`src/rtl/control_unit.sv`:
```
// control_unit
// Instruction decode stage for the i16 datapath. Decodes the low three bits of
// the opcode plus the raw immediate field into registered ALU / operand-mux
// controls and a formatted XLEN-bit immediate. Every output comes from a flop,
// so latency is exactly one cycle and there is no input-to-output comb path.
//
// Parameters:
//   L      immediate field width (1..XLEN)
//   OP_L   opcode width (>=3, only Opcode[2:0] is decoded)
//   ALU_W  ALUOpcode width (>=2, upper bits driven 0)
//   XLEN   width of ImmediateOut
//
// Ports:
//   clk                 in   clock, rising edge
//   rst                 in   synchronous active-high reset
//   InstrValid          in   Opcode/Immediate carry a valid instruction
//   Opcode              in   instruction opcode [OP_L]
//   Immediate           in   raw immediate field [L]
//   OutValid            out  decoded outputs are valid
//   LoadUpperImmediate  out  writeback source is the LUI immediate
//   ALUOpcode           out  ALU op: 0 mul, 1 div, 2 pass-B, 3 NOP [ALU_W]
//   UseImmediate        out  ALU operand B comes from ImmediateOut
//   RegWrite            out  register file write enable
//   ImmediateOut        out  formatted immediate [XLEN]
//   Illegal             out  valid reserved opcode decoded
//                            (only when CU_ILLEGAL_DETECT_EN is defined)
//
// Build option: define CU_ILLEGAL_DETECT_EN to add the Illegal output. Without
// it, reserved opcodes decode silently as a valid NOP.

module control_unit #(
  parameter int L     = 5,
  parameter int OP_L  = 3,
  parameter int ALU_W = 2,
  parameter int XLEN  = 16
) (
  input  logic              clk,
  input  logic              rst,
  input  logic              InstrValid,
  input  logic [OP_L-1:0]   Opcode,
  input  logic [L-1:0]      Immediate,
  output logic              OutValid,
  output logic              LoadUpperImmediate,
  output logic [ALU_W-1:0]  ALUOpcode,
  output logic              UseImmediate,
  output logic              RegWrite,
  output logic [XLEN-1:0]   ImmediateOut
`ifdef CU_ILLEGAL_DETECT_EN
  ,
  output logic              Illegal
`endif
);

  localparam logic [2:0] OP_MUL  = 3'b111;
  localparam logic [2:0] OP_DIV  = 3'b000;
  localparam logic [2:0] OP_MULI = 3'b001;
  localparam logic [2:0] OP_DIVI = 3'b010;
  localparam logic [2:0] OP_LUI  = 3'b011;

  localparam logic [ALU_W-1:0] ALU_MUL  = ALU_W'(0);
  localparam logic [ALU_W-1:0] ALU_DIV  = ALU_W'(1);
  localparam logic [ALU_W-1:0] ALU_PASS = ALU_W'(2);
  localparam logic [ALU_W-1:0] ALU_NOP  = ALU_W'(3);

  logic [2:0] op3;
  assign op3 = Opcode[2:0];

  // Immediate formats, computed once and selected by the decoder.
  logic signed [L-1:0] imm_s;
  logic [XLEN-1:0]     imm_sext;
  logic [XLEN-1:0]     imm_lui;

  assign imm_s    = Immediate;
  assign imm_sext = XLEN'(imm_s);
  assign imm_lui  = XLEN'(Immediate) << (XLEN - L);

  logic              valid_d,  valid_q;
  logic              lui_d,    lui_q;
  logic [ALU_W-1:0]  aluop_d,  aluop_q;
  logic              useimm_d, useimm_q;
  logic              regwr_d,  regwr_q;
  logic [XLEN-1:0]   imm_d,    imm_q;
  logic              reserved;

  always_comb begin
    valid_d  = 1'b0;
    lui_d    = 1'b0;
    aluop_d  = ALU_NOP;
    useimm_d = 1'b0;
    regwr_d  = 1'b0;
    imm_d    = '0;
    reserved = 1'b0;

    if (InstrValid) begin
      valid_d = 1'b1;
      unique case (op3)
        OP_MUL: begin
          aluop_d = ALU_MUL;
          regwr_d = 1'b1;
        end
        OP_DIV: begin
          aluop_d = ALU_DIV;
          regwr_d = 1'b1;
        end
        OP_MULI: begin
          aluop_d  = ALU_MUL;
          useimm_d = 1'b1;
          regwr_d  = 1'b1;
          imm_d    = imm_sext;
        end
        OP_DIVI: begin
          aluop_d  = ALU_DIV;
          useimm_d = 1'b1;
          regwr_d  = 1'b1;
          imm_d    = imm_sext;
        end
        OP_LUI: begin
          aluop_d  = ALU_PASS;
          useimm_d = 1'b1;
          lui_d    = 1'b1;
          regwr_d  = 1'b1;
          imm_d    = imm_lui;
        end
        default: begin
          // 100/101/110: valid NOP, nothing written back.
          reserved = 1'b1;
        end
      endcase
    end
  end

  always_ff @(posedge clk) begin
    if (rst) begin
      valid_q  <= 1'b0;
      lui_q    <= 1'b0;
      aluop_q  <= ALU_NOP;
      useimm_q <= 1'b0;
      regwr_q  <= 1'b0;
      imm_q    <= '0;
    end else begin
      valid_q  <= valid_d;
      lui_q    <= lui_d;
      aluop_q  <= aluop_d;
      useimm_q <= useimm_d;
      regwr_q  <= regwr_d;
      imm_q    <= imm_d;
    end
  end

  assign OutValid           = valid_q;
  assign LoadUpperImmediate = lui_q;
  assign ALUOpcode          = aluop_q;
  assign UseImmediate       = useimm_q;
  assign RegWrite           = regwr_q;
  assign ImmediateOut       = imm_q;

`ifdef CU_ILLEGAL_DETECT_EN
  logic illegal_d, illegal_q;

  assign illegal_d = reserved;

  always_ff @(posedge clk) begin
    if (rst) illegal_q <= 1'b0;
    else     illegal_q <= illegal_d;
  end

  assign Illegal = illegal_q;
`else
  // Reserved opcodes still produce the NOP decode above; the flag is unused.
  logic unused_reserved;
  assign unused_reserved = reserved;
`endif

endmodule

```
`config.mk`:
```
export PLATFORM = sky130hd
export DESIGN_NAME = control_unit
export DESIGN_NICKNAME = d
export VERILOG_FILES = /design/src/rtl/control_unit.sv
export SDC_FILE = /design/constraint.sdc
export NUM_CORES = 1
export LEC_CHECK = 0
export CAP_MARGIN = 10
export CORE_MARGIN = 1
export CORE_UTILIZATION = 38
export CTS_CLUSTER_SIZE = 20
export DETAILED_ROUTE_END_ITERATION = 10
export GPL_TIMING_DRIVEN = 1
export PLACE_DENSITY = 0.85
export SLEW_MARGIN = 0
export SYNTH_ARGS = -nofsm -noshare
export SYNTH_HDL_FRONTEND = slang
export SYNTH_SLANG_ARGS = --single-unit
```
`constraint.sdc`:
```
create_clock -name clk -period 1.7 [get_ports clk]
set_input_delay 0.255 -clock clk [delete_from_list [all_inputs] [get_ports clk]]
set_output_delay 0.255 -clock clk [all_outputs]
set_load 0.01 [all_outputs]
```
# --- Word level (Yosys, flattened, before mapping) ---
# Cells that the tools add are included.
totals:
  ff_bits: 22
  inputBits: 11
  out_inout_bits: 22
op_classes:
  eq_ne: 4
  mux: 6
  bitwise: 1
  n_reduce_logical: 7
op_table:
  columns: ["cell", "count"]
  rows:
  - ["case mux 16 bit (2 select lines)", 1]
  - ["OR reduction 2 bit", 4]
  - ["equality test 3 x 2 -> 1 bit (second input constant)", 2]
  - ["case mux 2 bit (3 select lines)", 1]
  - ["OR reduction 5 bit", 1]
  - ["two-way mux 1 bit", 4]
  - ["equality test 3 x 1 -> 1 bit (second input constant)", 1]
  - ["equality test 3 bit (second input constant)", 1]
  - ["logical NOT 3 bit", 1]
  - ["OR reduction 3 bit", 1]
  - ["inverter 1 bit", 1]

# --- Logic depth before layout (Yosys ltp) ---
# Gate-level depths: netlist of run 1.
depth:
  ltp_word: 3
  ltp_mapped: 3
  ltp_nobuf: 2

# --- Worst setup path after synthesis of run 1 ---
# No wires, ideal clock.
synth_path:
  path_kind: "input-to-reg"
  from: "input port Opcode[2]"
  to: "register imm_q[11] (netlist: ImmediateOut[11])"
  setup_ps: 86
  arrival_ps: 919
  required_time_ps: 1614
  path_slack_ps: 695
  cell_stages: 3
  cell_sequence: "or3b_4 -> buf_6 -> a211oi_1"
synth_via:
  elab_chain_len: 3
synth_lines:
  columns: ["element", "line", "source"]
  rows:
  - ["from (decl)", "40", "input logic [OP_L-1:0] Opcode,"]
  - ["equality test 3 x 2 -> 1 bit or equality test 3 x 1 -> 1 bit (tied branches)", "96", "unique case (op3)"]
  - ["OR reduction 2 bit (no source line)", null, null]
  - ["case mux 16 bit (2 select lines) (*)", "96", null]
  - ["to (signal assigned)", "146", "imm_q <= imm_d;"]
  - ["to (decl)", "82", "logic [XLEN-1:0] imm_d, imm_q;"]
# Mark *: on every way between the ends. The rest lies on a longest branch, timed or not.
# A chain may end at the register's enable or synchronous reset.

==> results of run 1 <==
==> flip-flops by register name, indices dropped and copies added (netlist names) <==
register            flops
ALUOpcode               2
ImmediateOut           10
LoadUpperImmediate      1
OutValid                1
RegWrite                1
UseImmediate            1
==> logic make-up after synthesis <==
logic type | count (synthesis) | synth area share (%)
flops | 16 | 54.8
simple gates | 15 | 16.7
buf+inv | 9 | 11.1
compound gates | 8 | 8.99
mux | 4 | 6.85
xor+xnor | 1 | 1.50
==> worst max-delay path by stage <==
stage	start	end	slack [ns]
finish	ImmediateOut[10]	ImmediateOut[7]	0.16
global route	ImmediateOut[10]	ImmediateOut[7]	0.05
CTS	ImmediateOut[10]	ImmediateOut[7]	0.13
floorplan	Opcode[2]	ImmediateOut[11]	0.70
global placement	Opcode[0]	ImmediateOut[10]	0.17
detailed placement	Opcode[0]	ImmediateOut[0]	0.14
==> cell usage in the layout, fill, tap and decap left out <==
master            n
nand2_1           1
clkdlybuf4s50_1  32
or2b_1            1
xnor2_1           1
a21oi_1           2
nor2b_1           1
a21boi_0          1
clkbuf_4          3
mux2i_1           4
and3_2            1
clkbuf_8          1
dfxtp_1          16
nand3_1           1
buf_4             2
a211oi_1          4
o21ai_0           1
nor2_1            3
or3b_4            1
nor3b_1           6
==> report_power, final <==
part	total (mW)	internal, mW	leakage, nW	switching, mW
Clock	0.249	0.130	0.0210	0.119
Combinational	0.105	0.0619	0.191	0.0434
Sequential	0.389	0.386	0.130	0.00332
==> layer usage <==
| layer | wire [um] | GRT usage, % |
|---|---|---|
| met1 | 458 | 15.8 |
| met2 | 574 | 27.3 |
| met3 | 114 | 8.15 |
| met4 | 21 | 7.26 |
| met5 | 0 | 0 |
==> stage by stage <==
stage	util, %	instances
2_1_floorplan	-	53
3_3_place_gp	63.9	93
3_5_place_dp	63.9	93
4_1_cts	66.6	97
5_1_grt	66.6	97
6_report	66.6	97
==> final cells by class <==
cell class	count	area, um2	area share (%)
multi-input cells	28	199	21.9
clock buffers	4	36.3	3.99
repair buffers	34	335	36.9
flip-flops and latches	16	320	35.2
well taps	15	18.8	2.06
==> impl_metrics.yaml, run 1 <==
logic_synthesis:
  synth_nets: 64
  avgSynthCellArea_um2: 11.0
  asyncSetResetFlopFracSynth_pct: 0
  ys.flop_type: "dfxtp_1"
  synth_edf_count: 0
  synth_cells: 53
  yosysUniqueCellTypes: 19
  synth_top_area_share_pct: 54.8
  synth.area.top_cells: "dfxtp_1 (55%), buf_4 (7.7%), nor3b_1 (7.7%)"
  ys_ff_latch: 16
  synth_area_leader_cell: "dfxtp_1"
  seq_area_frac_synth_pct: 54.8
  ys_top_cells_by_count: "dfxtp_1 (16), buf_4 (6), nor3b_1 (6)"
  yosys_warnings: 0
  syn_area_um2: 584
  yosysMostFrequentCell: "dfxtp_1"
clocking:
  cts_setup_buffers: 0
  htree_levels: 1
  clk_path_buf_depth: 2
  cts_root_buffer: "clkbuf_4"
  ctsHoldBuffers: 0
  clk_pin_slew_ns: 0.09
  cts_resized: 0
  cts_tree: "done"
  cts_made_buffers: 3
  clkSinkCount: 16
power:
  power_density_nw_per_um2: 818
  finalPower_uw: 744
  peakVddDrop_uv: 499
  p_leak_nw: 0.342
routing:
  routed_wl_um: 1170
  wl_per_cell_um: 12.0
  vias_per_cell: 5.00
  postRouteAntennaNets: 0
  vias: 485
  drt-pass1-iter-count: 4
  drcViolationCount: 0
  drtIter0Drc: 17
timing:
  hold_viol: 0
  setup_violations: 0
  fmax_mhz: 649
  rsz0062_at_grt: "false"
  period_share_pct: 90.7
  fin_hold_ws_ns: 0.559
  setup_ws_ns: 0.158
  setup_tns_ns: 0
  max-slew-margin-rel_pct: 69.8
  worstMarginPinSlew_ns: 0.450
  period_needed_ns: 1.54
  slew_viol_final: 0
place:
  dpl_worst_slack_ns: 0.139
  hpwl_um: 835
  placed_cell_area_um2: 873
  io_buffers: 32
  gp_congestion: 0.801
critical_path:
  worstPathMaxFanout: 7
  critPathKind: "register to output pin"
  worstPathArrival_ns: 1.29
  crit_cells: 1
  crit_chain: "clkdlybuf4s50_1"
  cp_slowest_cell: "clkdlybuf4s50_1"
  cp-end-kind: "output pin"
  path_buf_inv: 1
  cp-start-kind: "register"
  worstPathRequired_ns: 1.44
  worst_path_dominant_cell_family: "buffers and inverters"
  critPathMaxStageDelay_ns: 0.57
flow_run:
  cap_violations: 0
floorplan:
  die_w_um: 41.2
  num_rows: 13
  die-area_um2: 1700
  initial_utilization_pct: 42.8
  core_um2: 1370
  ioPinCount: 33
  die_y_um: 41.2
worst_hold_path:
  holdPathEnd: "ImmediateOut[1]"
  hold_class: "primary input to register"
  min_path_cells: 2
  min_from: "Immediate[1]"
finish:
  drive_above_1_share_pct: 9.76
  antenna_cells: 0
  layout-area-overhead-vs-synth_pct: 55.7
  nets: 94
  postLayoutCellArea_um2: 910
  nFillCells: 104
global_route:
  grt_max_degree: 13
  grt_overflow: 0
  grt_util_all_layers_pct: 15.9
  grt_pass1_vias: 387
  antenna_found_initial: 0
  grt_pass1_wl_um: 1610
status:
  outcome: "completed"
Note: power is estimated with default switching activity, not from simulation.
==> run 2: changes to the inputs <==
==> constraint.sdc (replaced) <==
create_clock -name clk -period 1.7 [get_ports clk]
set_input_delay 0.255 -clock clk [delete_from_list [all_inputs] [get_ports clk]]
set_output_delay 0.255 -clock clk [all_outputs]
set_load 0.05 [all_outputs]
==> run 2 against run 1 <==
- flip-flop and latch count unchanged
- utilization is 1.6 points lower
- via count decreased by 3.7%
- fmax down 6.3%
- clock power fell by 4%
- worst hold slack improved by 0.0085 ns
- combinational power is 38% higher
- non-clock buffer count stayed put
- total power increased by 4.0%
- sequential share of layout area rose by 0.89 points
- count of clock-buffer cells in the layout unchanged
- critical endpoint is now ImmediateOut[11]
==> impl_metrics.yaml, run 2 (synthesis results as in run 1) <==
clocking:
  cts_made_buffers: 3
  htree_levels: 1
  cts_root_buffer: "clkbuf_4"
  clk_pin_slew_ns: 0.09
  cts_tree: "done"
  ctsHoldBuffers: 0
  clk_path_buf_depth: 2
  clkSinkCount: 16
routing:
  routed_wl_um: 1090
  drcViolationCount: 0
  postRouteAntennaNets: 0
  vias: 467
  drt-pass1-iter-count: 4
  wl_per_cell_um: 11.2
  vias_per_cell: 4.81
  drtIter0Drc: 6
timing:
  setup_violations: 0
  rsz0062_at_grt: "false"
  slew_viol_final: 0
  period_needed_ns: 1.64
  setup_ws_ns: 0.0553
  worstMarginPinSlew_ns: 0.517
  max-slew-margin-rel_pct: 65.5
  setup_tns_ns: 0
  fmax_mhz: 608
  hold_viol: 0
  period_share_pct: 96.7
floorplan:
  die_w_um: 41.2
  die-area_um2: 1700
  die_y_um: 41.2
  num_rows: 13
  core_um2: 1370
  ioPinCount: 33
  initial_utilization_pct: 42.8
finish:
  final_core_util_pct: 64.9
  multi_input_area_um2: 199
  drive_above_1_share_pct: 25.6
  nets: 94
  postLayoutCellArea_um2: 887
  antenna_cells: 0
  layout-area-overhead-vs-synth_pct: 51.8
  final_cell_mix: "dfxtp_1 (16), clkdlybuf4s50_1 (15), buf_4 (15)"
  layout_commonest_cell: "dfxtp_1"
  largest_reg_flops: 10
  regArea_um2: 320
  nFillCells: 105
critical_path:
  worstPathMaxFanout: 1
  worstPathRequired_ns: 1.44
  worstPathArrival_ns: 1.39
  cp-start-kind: "register"
  worst_path_dominant_cell_family: "buffers and inverters"
  critPathKind: "register to output pin"
  cp_slowest_cell: "clkdlybuf4s50_1"
  cp-end-kind: "output pin"
  crit_chain: "clkdlybuf4s50_1"
  path_buf_inv: 1
  critPathMaxStageDelay_ns: 0.79
worst_hold_path:
  hold_class: "primary input to register"
place:
  gp_congestion: 0.791
  placed_cell_area_um2: 841
  io_buffers: 32
  dpl_worst_slack_ns: 0.177
global_route:
  grt_overflow: 0
  grt_max_degree: 13
  antenna_found_initial: 0
  grt_pass1_vias: 390
  grt_pass1_wl_um: 1660
  grt_util_all_layers_pct: 16.1
power:
  p_leak_nw: 0.422
  power_frac_comb_pct: 18.7
  power_density_nw_per_um2: 872
  finalPower_uw: 773
  swShare_pct: 25.6
  p_switching_uw: 198
  intPower_uw: 575
  peakVddDrop_uv: 372
  seqPwrFrac_pct: 50.3
  clock_power_share_pct: 31.0
status:
  outcome: "completed"
flow_run:
  cap_violations: 0
run 2: cell types whose count changed in the layout (fill, tap and decap cells not counted), sizes merged:
| cell | before | now |
|---|---|---|
| clkdlybuf4s50 | 32 | 15 |
| buf | 2 | 15 |
| dlymetal6s2s | 0 | 4 |
run 2: final timing paths:
| check | startpoint | slack, ns | end | depth (start not counted) |
|---|---|---|---|---|
| worst max-delay path | ImmediateOut[11] | 0.06 | ImmediateOut[11] | 1 |
| worst min-delay path | Immediate[2] | 0.57 | ImmediateOut[2] | 2 |
run 2: what timing repair did:
action                     CTS  global route
setup endpoints to repair    0             4
setup buffers                0             0
gates resized for setup      0             4
run 2: cell type report:
type	count	area share, %
Clock buffer	4	4.09
Multi-Input combinational cell	28	22.4
Sequential cell	16	36.1
Tap cell	15	2.12
Timing Repair Buffer	34	35.3
run 2: routing by layer:
| metal | part of all wire (%) | GRT usage, % | vias up |
|---|---|---|---|
| li1 | - | - | 235 |
| met1 | 41 | 18.5 | 204 |
| met2 | 48 | 25.4 | 26 |
| met3 | 8.4 | 2.17 | 2 |
| met4 | 2.5 | 14.5 | 0 |
| met5 | 0 | 0 | - |
run 2: metrics by stage:
step / hold slack, ns / instances
detailed placement: 0.707 / 93
floorplan: 0.355 / 53
finish: 0.568 / 97
CTS: 0.561 / 97
global route: 0.571 / 97
global placement: 0.711 / 93
run 2: power groups by stage:
| stage | combinational, mW | sequential (mW) | clock (mW) |
|---|---|---|---|
| finish | 0.145 | 0.389 | 0.240 |
| global route | 0.153 | 0.391 | 0.268 |
| CTS | 0.145 | 0.390 | 0.248 |
| detailed placement | 0.144 | 0.398 | 0 |
| global placement | 0.143 | 0.398 | 0 |
| floorplan | 0.0499 | 0.439 | 0 |
==> run 3: changes to the inputs <==
Settings changed: CORE_UTILIZATION 38 to 32, PLACE_DENSITY 0.85 to 0.77.
Clock period 1.7 ns to 1.5 ns, I/O delays scaled along.
==> run 3 against run 2 <==
- setup slack gained 0.24 ns
- routed wire length grew 5.4%
- non-clock buffer count grew 3
- flip-flop and latch count is the same
- design area grew 8.6%
- final cell count grew 12%
==> impl_metrics.yaml, run 3 (synthesis results as in run 1) <==
clocking:
  cts_tree: "done"
  ctsHoldBuffers: 0
  cts_root_buffer: "clkbuf_4"
  cts_resized: 0
  clk_pin_slew_ns: 0.08
  clk_path_buf_depth: 2
  htree_levels: 1
  cts_made_buffers: 3
  clkSinkCount: 16
  cts_setup_buffers: 0
timing:
  hold_viol: 0
  worstMarginPinSlew_ns: 0.370
  slew_viol_final: 0
  period_needed_ns: 1.21
  rsz0062_at_grt: "false"
  period_share_pct: 80.3
  setup_violations: 0
  max-slew-margin-rel_pct: 75.2
  setup_tns_ns: 0
  fmax_mhz: 830
global_route:
  grt_pass1_vias: 455
  grt_util_all_layers_pct: 13.5
  grt_max_degree: 13
  grt_pass1_wl_um: 1870
  grt_overflow: 0
  antenna_found_initial: 0
floorplan:
  die-area_um2: 2000
  core_um2: 1730
  initial_utilization_pct: 33.8
  ioPinCount: 33
  num_rows: 15
  die_y_um: 44.7
  die_w_um: 44.7
critical_path:
  worstPathArrival_ns: 0.98
  cp-start-kind: "register"
  critPathMaxStageDelay_ns: 0.32
  worstPathMaxFanout: 7
  startpoint: "ImmediateOut[10]"
  cp-end-kind: "output pin"
  worst_path_dominant_cell_family: "buffers and inverters"
  path_buf_inv: 2
  crit_chain: "buf_4 > buf_12"
  critPathKind: "register to output pin"
  worstPathRequired_ns: 1.27
  cp_slowest_cell: "dfxtp_1"
routing:
  drtIter0Drc: 7
  vias: 477
  drcViolationCount: 0
  routed_wl_um: 1150
  vias_per_cell: 4.38
  drt-pass1-iter-count: 4
  wl_per_cell_um: 10.5
  postRouteAntennaNets: 0
power:
  p_leak_nw: 0.408
  power_density_nw_per_um2: 863
  peakVddDrop_uv: 455
place:
  hpwl_um: 895
  dp.cells: 106
  gp_congestion: 0.750
  io_buffers: 32
finish:
  drive_above_1_share_pct: 38.1
  antenna_cells: 0
  final_cell_mix: "buf_4 (20), dfxtp_1 (16), clkdlybuf4s50_1 (10)"
  layout_commonest_cell: "buf_4"
  finalNonFillerCells: 109
  nets: 97
  largest_reg_flops: 10
  layout-area-overhead-vs-synth_pct: 64.9
status:
  outcome: "completed"
worst_hold_path:
  min_from: "Immediate[3]"
  hold_class: "primary input to register"
flow_run:
  cap_violations: 0
## run 3: cell count changes in the layout (fill, tap and decap cells not counted), sizes merged
cell,previous run,this run
clkbuf,4,3
dlymetal6s2s,4,0
buf,15,27
clkdlybuf4s50,15,10
## run 3: power by group
part	total, mW	switching [mW]	internal (mW)
registers	0.441	0.00333	0.437
logic	0.178	0.101	0.0771
clock network	0.213	0.120	0.0931
total	0.832	0.224	0.607
## run 3: worst paths after layout
check	end	slack [ns]	depth (start not counted)
max	ImmediateOut[4]	0.29	2
min	ImmediateOut[3]	0.55	2
## run 3: stage by stage
step           hold WS [ns]  total power, mW  setup WS (ns)  cell area (um2)  utilization, %
2_1_floorplan         0.325            0.554          0.282              584               -
3_3_place_gp          0.677            0.626         0.0491              941            54.5
3_5_place_dp          0.675            0.629         0.0489              941            54.5
4_1_cts               0.544            0.842          0.275              963            55.8
5_1_grt               0.541            0.873          0.234              963            55.8
6_report              0.553            0.832          0.295              963            55.8
## run 3: routing by layer
metal | GRT usage, % | up-vias | part of all wire [%]
met5 | 0 | - | 0
met1 | 13.5 | 206 | 40
met3 | 2.80 | 4 | 6.6
met2 | 22.9 | 29 | 51
met4 | 12.7 | 0 | 2.7
li1 | - | 238 | -
## run 3: cell type report
cell class | instances | area, um2
fillers | 151 | 763
repair buffers | 37 | 390
flip-flops and latches | 16 | 320
multi-input cells | 28 | 199
well taps | 25 | 31.3
clock buffers | 3 | 22.5
==> RTL edit 1: new RTL, settings of run 3 <==
Set the parameter `L` to 10 (it was 5).
--- a/src/rtl/control_unit.sv
+++ b/src/rtl/control_unit.sv
@@ -30,5 +30,5 @@
 
 module control_unit #(
-  parameter int L     = 5,
+  parameter int L     = 10,
   parameter int OP_L  = 3,
   parameter int ALU_W = 2,
Ports: changed (resized Immediate); port bits go from 33 to 38. The function was not compared with the original's and may differ.
==> RTL edit 1 against run 3 <==
Synthesized area grew 42%; via count grew 42%; critical path depth grew 2; power grew 31%; wire length grew 47%; setup slack lost 0.054 ns; sequential share of layout area grew 2.9 points; cell area grew 27%; hold slack lost 0.038 ns; non-clock buffer count grew 9; sequential cell count grew 6; largest power group unchanged; highest routed layer unchanged.
==> RTL edit 1: results (changes against run 3) <==
Cells and area
  – ANT cells: 0 (unchanged)
  – Share of post-route cells with drive strength above 1: 36.84% (-1.3 points)
  – Final Non-Filler Cells: 144 (+32%)
  – Number of nets in the layout: 132 (+36%)
  – Largest register FFs: 16 (+6)

Clock tree
  – Clk slew on worst S/H paths: 0.12 ns (+0.04 ns)
  – Post-CTS Setup Inserts: 0 (unchanged)
  – CTS Root Cell: clkbuf_4
  – Post-CTS sizing: 0 (unchanged)
  – CTS Buf Count: 3 (unchanged)
  – H-tree levels: 1 (unchanged)
  – CTS max path bufs: 2 (unchanged)

Detailed routing
  – Vias/cell: 4.701 (+7.4%)
  – DR pass1 iterations: 2 (-2)
  – Routed length on met1: 677 um (+47%)
  – DR iter-0 viols: 8 (+1)
  – DRT Wirelength: 1687 um (+47%)
  – Met2 routed WL: 909 um (+56%)
  – Met3 wire length: 91 um (+20%)
  – Highest Signal Layer: met4

Place
  – Port bufs: 37 (+16%)
  – Dpl cells: 141 (+33%)
  – Area post-placement: 1197 sq um (+27%)
  – Final Wtd Congestion: 0.7486 (-0.24%)
  – Post-DP HPWL: 1355 um (+51%)

Yosys
  – Library cells used by synthesis: 22 (+3)
  – Mapped Cells: 71 (+34%)
  – Synth top area cells: dfxtp_1 (53%), a211oi_2 (9.1%), mux2i_1 (7.3%)
  – Syn. warnings: 0 (unchanged)
  – Asr flop ratio synth: 0% (unchanged)
  – Seq/Total Area, Yosys: 53.25% (-1.6 points)
  – Syn Nets: 87 (+36%)
  – Synth cell count leaders: dfxtp_1 (22), a211oi_2 (6), mux2i_1 (6)

Worst hold path
  – Hold depth: 2 (unchanged)
  – Worst hold endpoint: OutValid
  – HP Class: in -> reg
  – Hold Path Origin: rst

STA
  – Relative slew margins: 58.09% (-17 points)
  – Min Hold Slack: 0.5149 ns (-0.03838 ns)

GRT
  – Initial antenna violation count: 0 (unchanged)
  – All-Layer GR Usage: 13.46% (about the same)
  – Global-route wire length before repair: 2746 um (+47%)
  – Largest net degree at the start of global routing: 14 (+1)
  – Vias in the first global route: 669 (+47%)

Setup path
  – Worst Path Arrival: 1.46 ns (+0.48 ns)
  – Critical Path Max Stage Delay: 0.46 ns (+0.14 ns)
  – CP max-delay cell: clkdlybuf4s50_1
  – Critical Path Fanout Max: 9 (+2)

Outcome
  – Status: completed

Power and ir drop
  – Leak: 0.5132 nW (+26%)
  – Worst ir drop on vdd: 0.0006483 V (+42%)
RTL edit 1: area by class of cell:
| cell class | instances | area, sq um |
|---|---|---|
| Tap cell | 30 | 37.54 |
| Multi-Input combinational cell | 43 | 336.6 |
| Sequential cell | 22 | 440.4 |
| Timing Repair Buffer | 46 | 382.9 |
| Fill cell | 227 | 1235 |
| Clock buffer | 3 | 22.52 |
RTL edit 1: kinds of logic after synthesis:
family,Yosys count,synth area share (%)
muxes,6,7.262
xor gates and xnor gates,1,1.059
DFF,22,53.25
and+or+nand+nor,20,15.58
AOI/OAI and AO/OA,16,16.79
buffers and inverters,6,6.050
RTL edit 1: worst max-delay path by stage:
stage	from	end	slack, ns	cells after the start
final	InstrValid	ImmediateOut[13]	0.24	4
after global routing	Opcode[1]	ImmediateOut[3]	0.17	3
after CTS	InstrValid	ImmediateOut[12]	0.24	4
after detailed placement	Opcode[1]	ImmediateOut[2]	-0.08	3
after global placement	InstrValid	ImmediateOut[13]	-0.07	4
after floorplan	Opcode[2]	ImmediateOut[0]	0.43	4
RTL edit 1: through the flow:
step / TNS [ns] / setup WS, ns
after CTS: 0 / 0.2394
after global routing: 0 / 0.1744
after floorplan: 0 / 0.4262
after global placement: -0.2340 / -0.06828
after detailed placement: -0.5846 / -0.07567
final: 0 / 0.2409
RTL edit 1: per-layer routing:
layer  vias to the layer above  track usage [%]
met1                       318            15.32
li1                        339                -
met2                        18            24.05
met5                         -                0
met4                         0            3.947
met3                         2            3.768
RTL edit 1: critical path, delay by kind of cell:
| family | cells | cell delay [ns] |
|---|---|---|
| compound gates | 1 | 0.22 |
| buf+inv | 2 | 0.65 |
| simple gates | 1 | 0.37 |
RTL edit 1: where the power goes:
part | total, W | internal (W) | switching [W]
clock | 0.000252 | 0.0000933 | 0.000159
combinational | 0.000230 | 0.0000971 | 0.000133
sequential | 0.000606 | 0.000601 | 0.00000468
==> RTL edit 2: new RTL, settings of run 3 <==
Made on the original files. `imm_q` no longer has a reset.
--- a/src/rtl/control_unit.sv
+++ b/src/rtl/control_unit.sv
@@ -137,5 +137,4 @@
       useimm_q <= 1'b0;
       regwr_q  <= 1'b0;
-      imm_q    <= '0;
     end else begin
       valid_q  <= valid_d;
@@ -144,6 +143,9 @@
       useimm_q <= useimm_d;
       regwr_q  <= regwr_d;
-      imm_q    <= imm_d;
     end
+  end
+
+  always_ff @(posedge clk) begin
+    imm_q <= imm_d;
   end
 
Formal check against the unedited RTL: not equivalent (a bounded check fails within 4 cycles, from zero or initial values and one cycle with rst high).
==> RTL edit 2 against run 3 <==
Synthesized area increased by 2.1%; setup slack improved by 0.010 ns; combinational power increased by 20%; power increased by 3.5%; global-route usage decreased by 2.8 points; fmax increased by 0.86%; count of clock-buffer cells in the layout unchanged; sequential cell count unchanged; clock power decreased by 5%; cell area decreased by 2.5%; wire length decreased by 11%.
==> RTL edit 2: results (changes against run 3) <==
Outcome
  – Status: completed

Detailed routing
  – DRT Wirelength: 1028 um (-11%)
  – Vias/cell: 4.411 (+0.80%)
  – Met2 routed WL: 490 um (-16%)
  – Met3 wire length: 106 um (+39%)
  – DR iter-0 viols: 9 (+2)
  – Routed length on met1: 413 um (-10%)

Power and ir drop
  – Worst ir drop on vdd: 0.0003889 V (-15%)
  – Leak: 0.4040 nW (-1.1%)
  – Sw frac: 27.88% (+0.91 points)

Yosys
  – Asr flop ratio synth: 0% (unchanged)
  – Library cells used by synthesis: 21 (+2)
  – Syn Nets: 66 (+3.1%)
  – Seq/Total Area, Yosys: 53.67% (-1.1 points)
  – Synth top area cells: dfxtp_1 (54%), buf_4 (10%), nand3b_1 (3.8%)
  – Synth cell count leaders: dfxtp_1 (16), buf_4 (8), nor3_1 (4)

Place
  – Area post-placement: 917.1 sq um (-2.5%)
  – Final Wtd Congestion: 0.7868 (+4.9%)
  – Post-DP HPWL: 838 um (-6.3%)

Setup path
  – Critical path launch point: ImmediateOut[10]
  – Setup crit end: ImmediateOut[6]

Clock tree
  – Post-CTS Setup Inserts: 0 (unchanged)

Cells and area
  – Layout fillers: 167 (+11%)
  – Number of nets in the layout: 95 (-2.1%)

Worst hold path
  – Hold depth: 3 (+1)

GRT
  – Largest net degree at the start of global routing: 11 (-2)
  – All-Layer GR Usage: 10.68% (-2.8 points)
  – Global-route wire length before repair: 1490 um (-20%)
  – Vias in the first global route: 378 (-17%)

STA
  – Tightest Pin Transition: 0.3732 ns (+0.003157 ns)
RTL edit 2: routing by layer:
layer	vias up	global-route usage, %
met3	2	5.200
li1	237	-
met5	-	0
met2	23	16.23
met4	0	9.091
met1	210	10.92
RTL edit 2: final cells by class:
type | instances | area [sq um] | share of cell area [%]
Inverter | 2 | 7.507 | 0.7989
Multi-Input combinational cell | 28 | 197.7 | 21.04
Sequential cell | 16 | 320.3 | 34.09
Clock buffer | 3 | 22.52 | 2.397
Timing Repair Buffer | 33 | 360.3 | 38.35
Tap cell | 25 | 31.28 | 3.329
RTL edit 2: kinds of logic after synthesis:
family | share of synthesized area [%]
multiplexers | 3.354
buffers and inverters | 13.21
AND/OR/NAND/NOR | 19.08
flip-flops | 53.67
XOR/XNOR | 2.726
AO/OA/AOI/OAI | 7.966
RTL edit 2: power groups by stage:
stage               Sequential (W)  Clock, W  Combinational (W)
floorplan                 0.000516         0          0.0000754
global placement          0.000455         0           0.000212
detailed placement        0.000456         0           0.000214
CTS                       0.000445  0.000211           0.000215
global route              0.000446  0.000227           0.000224
finish                    0.000445  0.000202           0.000213
RTL edit 2: worst min-delay path by stage:
stage / from / endpoint
after detailed placement: ImmediateOut[2] / ImmediateOut[2]
after floorplan: rst / LoadUpperImmediate
after global placement: ImmediateOut[12] / ImmediateOut[12]
after global routing: Immediate[3] / ImmediateOut[3]
final: Immediate[3] / ImmediateOut[3]
after CTS: Immediate[3] / ImmediateOut[3]
RTL edit 2: per-stage QoR:
stage               hold slack [ns]  setup slack (ns)  instances  power (W)
floorplan                    0.3043            0.2818         55  0.0005916
CTS                          0.5176            0.2889        107  0.0008709
global placement             0.6767            0.1129        104  0.0006675
global route                 0.5422            0.2561        107  0.0008971
finish                       0.5220            0.3052        107  0.0008608
detailed placement           0.6770           0.05369        104  0.0006697
